### src/rtl/pipe_hazard_ctrl_pkg.sv
`default_nettype none
// ============================================================================
// Module      : pipe_hazard_ctrl_pkg
// Description : Shared definitions for the pipeline hazard controller:
//               FSM state encoding, opcode constants and the load-use
//               detection helper.
// Revision    : 1.0 - initial release
// ============================================================================
package pipe_hazard_ctrl_pkg;

  typedef enum logic [1:0] {
    ST_RUN      = 2'd0,
    ST_LU_STALL = 2'd1,
    ST_FLUSH    = 2'd2,
    ST_MEM_WAIT = 2'd3
  } state_t;

  localparam logic [6:0] OP_LOAD = 7'b0000011;
  localparam logic [6:0] OP_NOP  = 7'b0000000;

  // A load in EX whose destination is read by the instruction in ID.
  // x0 is never a real dependency, so ex_rd==0 never stalls.
  function automatic logic is_load_use(
    input logic [6:0] ex_opcode,
    input logic [4:0] ex_rd,
    input logic [4:0] id_rs1,
    input logic [4:0] id_rs2,
    input logic       id_use_rs1,
    input logic       id_use_rs2
  );
    return (ex_opcode == OP_LOAD) && (ex_rd != 5'd0) &&
           ((id_use_rs1 && (id_rs1 == ex_rd)) ||
            (id_use_rs2 && (id_rs2 == ex_rd)));
  endfunction

endpackage
`default_nettype wire

### src/rtl/pipe_hazard_ctrl_sat_counter.sv
`default_nettype none
// ============================================================================
// Module      : sat_counter
// Description : Saturating up-counter with enable and synchronous clear.
//               Counts on the falling edge, stops at MAX and never wraps.
// Ports       : clk   - clock (falling edge active)
//               i_clr - synchronous clear, wins over i_en
//               i_en  - increment enable
//               o_cnt - current count
// Revision    : 1.0 - initial release
// ============================================================================
module sat_counter #(
  parameter int             W   = 8,
  parameter logic [W-1:0]   MAX = {W{1'b1}}
) (
  input  logic         clk,
  input  logic         i_clr,
  input  logic         i_en,
  output logic [W-1:0] o_cnt
);

  logic [W-1:0] r_cnt;

  always_ff @(negedge clk) begin
    if (i_clr) begin
      r_cnt <= '0;
    end else if (i_en && (r_cnt != MAX)) begin
      r_cnt <= r_cnt + 1'b1;
    end
  end

  assign o_cnt = r_cnt;

endmodule
`default_nettype wire

### src/rtl/pipe_hazard_ctrl.sv
`default_nettype none
// ============================================================================
// Module      : pipe_hazard_ctrl
// Description : Sequencing controller for the IF/ID, ID/EX and EX/MEM
//               pipeline registers. Detects load-use hazards, taken-branch
//               redirects and data-memory wait, drives the register write
//               enables and flushes, and keeps saturating stall/flush event
//               counters plus a sticky memory-wait timeout flag.
// Ports       : clk, reset         - falling-edge clock, sync active-high reset
//               id_*               - source operands of the ID instruction
//               ex_*               - opcode/rd/branch outcome of EX instruction
//               mem_busy           - data memory not ready
//               pc_we, pc_sel_target, ifid_we/flush, idex_we/flush, exmem_we
//                                  - pipeline register controls
//               stall_cnt, flush_cnt, timeout_err, state - status/debug
// Revision    : 1.0 - initial release
// ============================================================================
module pipe_hazard_ctrl #(
  parameter int CNT_W    = 16,
  parameter int MAX_WAIT = 255
) (
  input  logic             clk,
  input  logic             reset,
  input  logic [4:0]       id_rs1,
  input  logic [4:0]       id_rs2,
  input  logic             id_use_rs1,
  input  logic             id_use_rs2,
  input  logic [6:0]       ex_opcode,
  input  logic [4:0]       ex_rd,
  input  logic             ex_branch_taken,
  input  logic             mem_busy,
  output logic             pc_we,
  output logic             pc_sel_target,
  output logic             ifid_we,
  output logic             ifid_flush,
  output logic             idex_we,
  output logic             idex_flush,
  output logic             exmem_we,
  output logic [CNT_W-1:0] stall_cnt,
  output logic [CNT_W-1:0] flush_cnt,
  output logic             timeout_err,
  output logic [1:0]       state
);

  import pipe_hazard_ctrl_pkg::*;

  localparam int                WAIT_W    = $clog2(MAX_WAIT + 1);
  localparam logic [WAIT_W-1:0] WAIT_MAX  = WAIT_W'(MAX_WAIT);
  localparam logic [WAIT_W-1:0] WAIT_LAST = WAIT_W'(MAX_WAIT - 1);

  state_t            r_state;
  logic              r_timeout;
  logic [WAIT_W-1:0] w_wait_cnt;

  logic w_load_use;
  logic w_take_br;
  logic w_take_lu;
  logic w_wait_hit;

  assign w_load_use = is_load_use(ex_opcode, ex_rd, id_rs1, id_rs2,
                                  id_use_rs1, id_use_rs2);

  // mem_busy outranks everything. A branch seen in FLUSH belongs to the
  // flushed bubble and one seen on MEM_WAIT release waits for the next RUN
  // cycle, so only RUN and LU_STALL redirect. Load-use is only acted on in
  // RUN; in the other states EX holds a bubble or the release cycle defers it.
  assign w_take_br = !mem_busy && ex_branch_taken &&
                     ((r_state == ST_RUN) || (r_state == ST_LU_STALL));
  assign w_take_lu = !mem_busy && !ex_branch_taken && w_load_use &&
                     (r_state == ST_RUN);

  // The wait counter counts every busy cycle of a run, including the first
  // one seen in RUN, so the flag fires once the run is MAX_WAIT cycles long.
  assign w_wait_hit = mem_busy && (w_wait_cnt >= WAIT_LAST);

  always_comb begin
    pc_we         = 1'b1;
    pc_sel_target = 1'b0;
    ifid_we       = 1'b1;
    ifid_flush    = 1'b0;
    idex_we       = 1'b1;
    idex_flush    = 1'b0;
    exmem_we      = 1'b1;
    if (reset) begin
      ifid_flush = 1'b1;
      idex_flush = 1'b1;
    end else if (mem_busy) begin
      pc_we    = 1'b0;
      ifid_we  = 1'b0;
      idex_we  = 1'b0;
      exmem_we = 1'b0;
    end else if (w_take_br) begin
      pc_sel_target = 1'b1;
      ifid_flush    = 1'b1;
      idex_flush    = 1'b1;
    end else if (w_take_lu) begin
      pc_we      = 1'b0;
      ifid_we    = 1'b0;
      idex_flush = 1'b1;
    end
  end

  always_ff @(negedge clk) begin
    if (reset) begin
      r_state   <= ST_RUN;
      r_timeout <= 1'b0;
    end else begin
      if (mem_busy) begin
        r_state <= ST_MEM_WAIT;
      end else if (w_take_br) begin
        r_state <= ST_FLUSH;
      end else if (w_take_lu) begin
        r_state <= ST_LU_STALL;
      end else begin
        r_state <= ST_RUN;
      end
      if (w_wait_hit) begin
        r_timeout <= 1'b1;
      end
    end
  end

  sat_counter #(.W(CNT_W)) u_stall_cnt (
    .clk   (clk),
    .i_clr (reset),
    .i_en  (mem_busy || w_take_lu),
    .o_cnt (stall_cnt)
  );

  sat_counter #(.W(CNT_W)) u_flush_cnt (
    .clk   (clk),
    .i_clr (reset),
    .i_en  (w_take_br),
    .o_cnt (flush_cnt)
  );

  sat_counter #(.W(WAIT_W), .MAX(WAIT_MAX)) u_wait_cnt (
    .clk   (clk),
    .i_clr (reset || !mem_busy),
    .i_en  (mem_busy),
    .o_cnt (w_wait_cnt)
  );

  assign timeout_err = r_timeout;
  assign state       = r_state;

endmodule
`default_nettype wire
### config.mk
export PLATFORM = sky130hd
export DESIGN_NAME = pipe_hazard_ctrl
export DESIGN_NICKNAME = d
export VERILOG_FILES = /design/src/rtl/pipe_hazard_ctrl_pkg.sv /design/src/rtl/pipe_hazard_ctrl_sat_counter.sv /design/src/rtl/pipe_hazard_ctrl.sv
export SDC_FILE = /design/constraint.sdc
export NUM_CORES = 1
export LEC_CHECK = 0
export ABC_AREA = 1
export CAP_MARGIN = 30
export CORE_ASPECT_RATIO = 1.4
export CORE_MARGIN = 3
export CORE_UTILIZATION = 40
export DETAILED_ROUTE_END_ITERATION = 10
export HOLD_SLACK_MARGIN = 0.15
export MAX_ROUTING_LAYER = met4
export PLACE_DENSITY = 0.69
export SETUP_SLACK_MARGIN = 0.5
export SYNTH_ARGS = -nofsm -noshare
export SYNTH_HDL_FRONTEND = slang
export SYNTH_HIERARCHICAL = 1
export SYNTH_SLANG_ARGS = --single-unit
### constraint.sdc
create_clock -name clk -period 1.85 [get_ports clk]
set_input_delay 0.185 -clock clk [delete_from_list [all_inputs] [get_ports clk]]
set_output_delay 0.185 -clock clk [all_outputs]
set_load 0.02 [all_outputs]
**After elaboration in Yosys (flattened, before gate mapping)**

Cells that the tools add are included.

- Flip-flop bits (word level): 43
- Input port bits: 28
- Output and inout bits: 42

- Add/subtract/negate cells: 3
- Order comparisons: 1
- Equality and inequality tests: 7
- Mux-type cells: 17
- Reductions and logical operators: 21

Operators with widths:

| cell | count |
|---|---|
| 16-bit by 1-bit adder with 16-bit output (second input constant) | 2 |
| 16-bit inequality test (second input constant) | 2 |
| 1-bit two-way mux | 15 |
| 1-bit logical AND | 13 |
| 5-bit equality test | 2 |
| 8-bit by 1-bit adder with 8-bit output (second input constant) | 1 |
| 8-bit greater-or-equal comparator (second input constant) | 1 |
| 8-bit inequality test (second input constant) | 1 |
| 7-bit by 2-bit equality test with 1-bit output (second input constant) | 1 |
| 5-bit nonzero test | 1 |
| 1-bit logical OR | 4 |
| 2-bit two-way mux | 2 |
| 2-bit by 1-bit equality test with 1-bit output (second input constant) | 1 |
| 1-bit zero test | 2 |
| 2-bit zero test | 1 |

**Depth between registers and ports, before layout**

- Word-level depth: 10
- Depth in mapped cells: 15
- Gate-level depth less buffers: 15

**By module**

The synthesis kept the hierarchy.

By module, submodules not included:

| module | instances | cells an instance | area an instance (um2) | sequential area each (um2) |
|---|---|---|---|---|
| sat_counter (u_flush_cnt ...) | 2 | 143 | 978.4 | 320.3 |
| sat_counter (u_wait_cnt) | 1 | 72 | 454.2 | 160.2 |
| pipe_hazard_ctrl | 1 | 92 | 425.4 | 60.1 |

==> flow_metrics.tcl <==
set metrics [dict create \
    drt_iter0_markers 80 \
    worstSetupPathType "in2reg" \
    async_reset_ff_share_pct 0 \
    setup.worst_path.end_class "flop" \
    setup_tns_ns -21.09 \
    synth_top_cell_by_area "dfxtp_1" \
    pre_cts_slack_ns -1.20 \
    fin_area_mm2 0.00526 \
    htreeDepth 2 \
    tightest_slew_ns 0.354 \
    grt_max_degree 15 \
    syn-num-nets 481 \
    clock_path_buffers 2 \
    grtUsageTotal_pct 21.7 \
    hp-class "reg2reg" \
    antennaDiodeCount 0 \
    gp_congestion 0.926 \
    worst_slack_ns -0.711 \
    clock_latency_ns 0.38 \
    cts_root_buf "clkbuf_8" \
    synth_edf_count 0 \
    routed_via_density 4.77 \
    synth.most_common_cell "nand2_1" \
    port_buffers 69 \
    p_clk_share_pct 46.6 \
    cts_tree "built" \
    wl_mm 9.20 \
    hpwl_mm 5.92 \
    switching_power_uw 863 \
    p_int_uw 1650 \
    ios 70 \
    synth.top_cells.by_area "dfxtp_1, nand2_1, nor2_1" \
    slew_violations 0 \
    p_per_area_mw_per_mm2 479 \
    violations "negative setup slack" \
    synth_top_area_share_pct 30.3 \
    postCtsHoldBufs 0 \
    layout.nets 676 \
    synth_cell_types 25 \
    antenna_found_initial 0 \
    relSlewSlack_pct 76.3 \
    syn_area_mm2 0.00284 \
    ys_warn_count 6 \
    ys_ff_latch 43 \
    die_h_um 106 \
    cts-buffers-inserted 5 \
    required_ns 1.19 \
    ys_top_cells_by_count "nand2_1, nor2_1, inv_1, dfxtp_1" \
    core_mm2 0.00674 \
    drive_gt1_share_pct 51.2 \
    areaGrowthSynthToFinish_pct 85.3 \
    crit_chain "buf_8 -> nor2_2 -> nand2_1 -> nor2_1 -> nand2_1 -> nor2_1 -> nand2_2 -> nand2_4 -> buf_4 -> buf_12 -> buf_6 -> nand2_4 -> nor2_4 -> nand3b_1 -> nor2_2 -> nand3_2 -> nand2_1 -> nor2_1" \
    die_x_um 77.2 \
    utilization_pct 77.9 \
    clkSinkCount 43 \
    slowest_delay_ns 0.18 \
    drc 0 \
    power.leakage_uw 0.00261 \
    drt_first_pass_iters 4 \
    syn_area_per_cell_um2 6.30 \
    p_seq_share_pct 36.3 \
    crit_path_top_delay_cell "nand3b_1" \
    setup_viol 71 \
    power.share.combinational_pct 17.1 \
    grt_pass1_wl_mm 14.6 \
    vias 3518 \
    wl_per_cell_um 12.5 \
    ys_seq_area_share_pct 30.3 \
    postRouteAntennaNets 0 \
    clkTransAtPathRegs_ns 0.05 \
    grt_pass1_vias 3556 \
    placed_area_mm2 0.00431 \
    finalClockSkew_ns 0.0264 \
    die-area_mm2 0.00815 \
    drv_cap 0 \
    ir_worst_vdd_mv 0.420 \
    hold_viol_final 0 \
    switching_share_pct 34.3 \
    syn_inst 450 \
    status "finished, violations left" \
    crit_path_start_kind "input pin" \
    rsz0062_at_grt "yes" \
    arrival_ns 1.90 \
    rows 35 \
    ys.flop_type "dfxtp_1" \
    crit_path_max_fanout 3 \
    initial_core_util_pct 42.1 \
    gr-total-overflow 0 \
]
sequential cells by signal (all words and copies together), names as in the netlist:
name               flops
u_stall_cnt/o_cnt     16
state                  2
u_flush_cnt/o_cnt     16
timeout_err            1
u_wait_cnt/o_cnt       8
per-stage QoR:
stage / hold WS, ns / total power (uW) / std cells
floorplan: 0.398 / 1240 / 450
global placement: 0.505 / 1400 / 659
detailed placement: 0.524 / 1400 / 659
CTS: 0.541 / 2520 / 728
global route: 0.588 / 2710 / 738
finish: 0.547 / 2520 / 738
cell usage in the layout, fill, tap and decap left out, types with 4 or more instances in the layout:
cell,netlist,final
nor3_2,2,4
dfxtp_4,0,35
buf_2,0,19
nand2_1,123,104
nor2_1,95,74
nor2_8,4,4
clkbuf_8,0,5
dfxtp_1,43,7
nand3_2,5,14
inv_1,45,76
nand2_4,4,14
nand3_1,21,10
buf_12,0,4
nor3_4,0,4
buf_4,5,57
a21oi_1,21,14
nor2_4,9,26
nor3_1,13,7
inv_2,9,11
inv_6,0,4
buf_6,0,66
a21oi_2,0,7
nor2_2,14,18
dlygate4sd2_1,0,4
nand2_2,9,16
o21ai_1,4,9
final timing paths:
| kind | startpoint | to | slack, ns | depth (start not counted) |
|---|---|---|---|---|
| worst max-delay path | mem_busy | u_stall_cnt/o_cnt[13] | -0.71 | 18 |
| worst min-delay path | u_wait_cnt/o_cnt[6] | u_wait_cnt/o_cnt[6] | 0.55 | 2 |
| worst max register to register | state[0] | u_stall_cnt/o_cnt[13] | -0.13 | 17 |
| worst min register to register | u_wait_cnt/o_cnt[6] | u_wait_cnt/o_cnt[6] | 0.55 | 2 |
power groups by stage:
stage / Clock (uW) / Combinational (uW) / Sequential (uW)
6_report: 1170 / 430 / 913
3_3_place_gp: 154 / 321 / 924
3_5_place_dp: 154 / 325 / 925
4_1_cts: 1220 / 388 / 911
2_1_floorplan: 154 / 142 / 941
5_1_grt: 1340 / 462 / 912
timing repair:
item	CTS	global route
pin swaps	75	47
hold endpoints to repair	0	0
setup endpoints to repair	85	85
resized for setup	412	57
setup buffers	22	10
area by class of cell:
class                      count  area, um^2
tap                           92         115
clock inverter                46         206
clock buffer                   5        68.8
sequential                    43         993
fill                         492        1490
timing repair buffer         154        1440
inverter                      50         234
multi-input combinational    348        2200
critical path: cells and delay by family:
family                 cells  cell delay, ns
buffers and inverters      4            0.40
and+or+nand+nor           14            1.32
cell families after synthesis:
family                   Yosys count  synth area share (%)
AO/OA/AOI/OAI                     37                  6.88
adder cells (fa/ha/maj)            3                  1.32
AND/OR/NAND/NOR                  308                  53.0
flip-flops                        43                  30.3
buffers and inverters             59                  8.47
per-layer routing:
| layer | part of all wire (%) | vias to the layer above | GRT usage (%) |
|---|---|---|---|
| met3 | 4.1 | 10 | 6.32 |
| met2 | 55 | 72 | 38.9 |
| met5 | 0 | - | - |
| li1 | - | 1799 | - |
| met4 | 0.93 | 0 | 7.51 |
| met1 | 40 | 1637 | 22.4 |
Note: power is estimated with default switching activity, not from simulation.
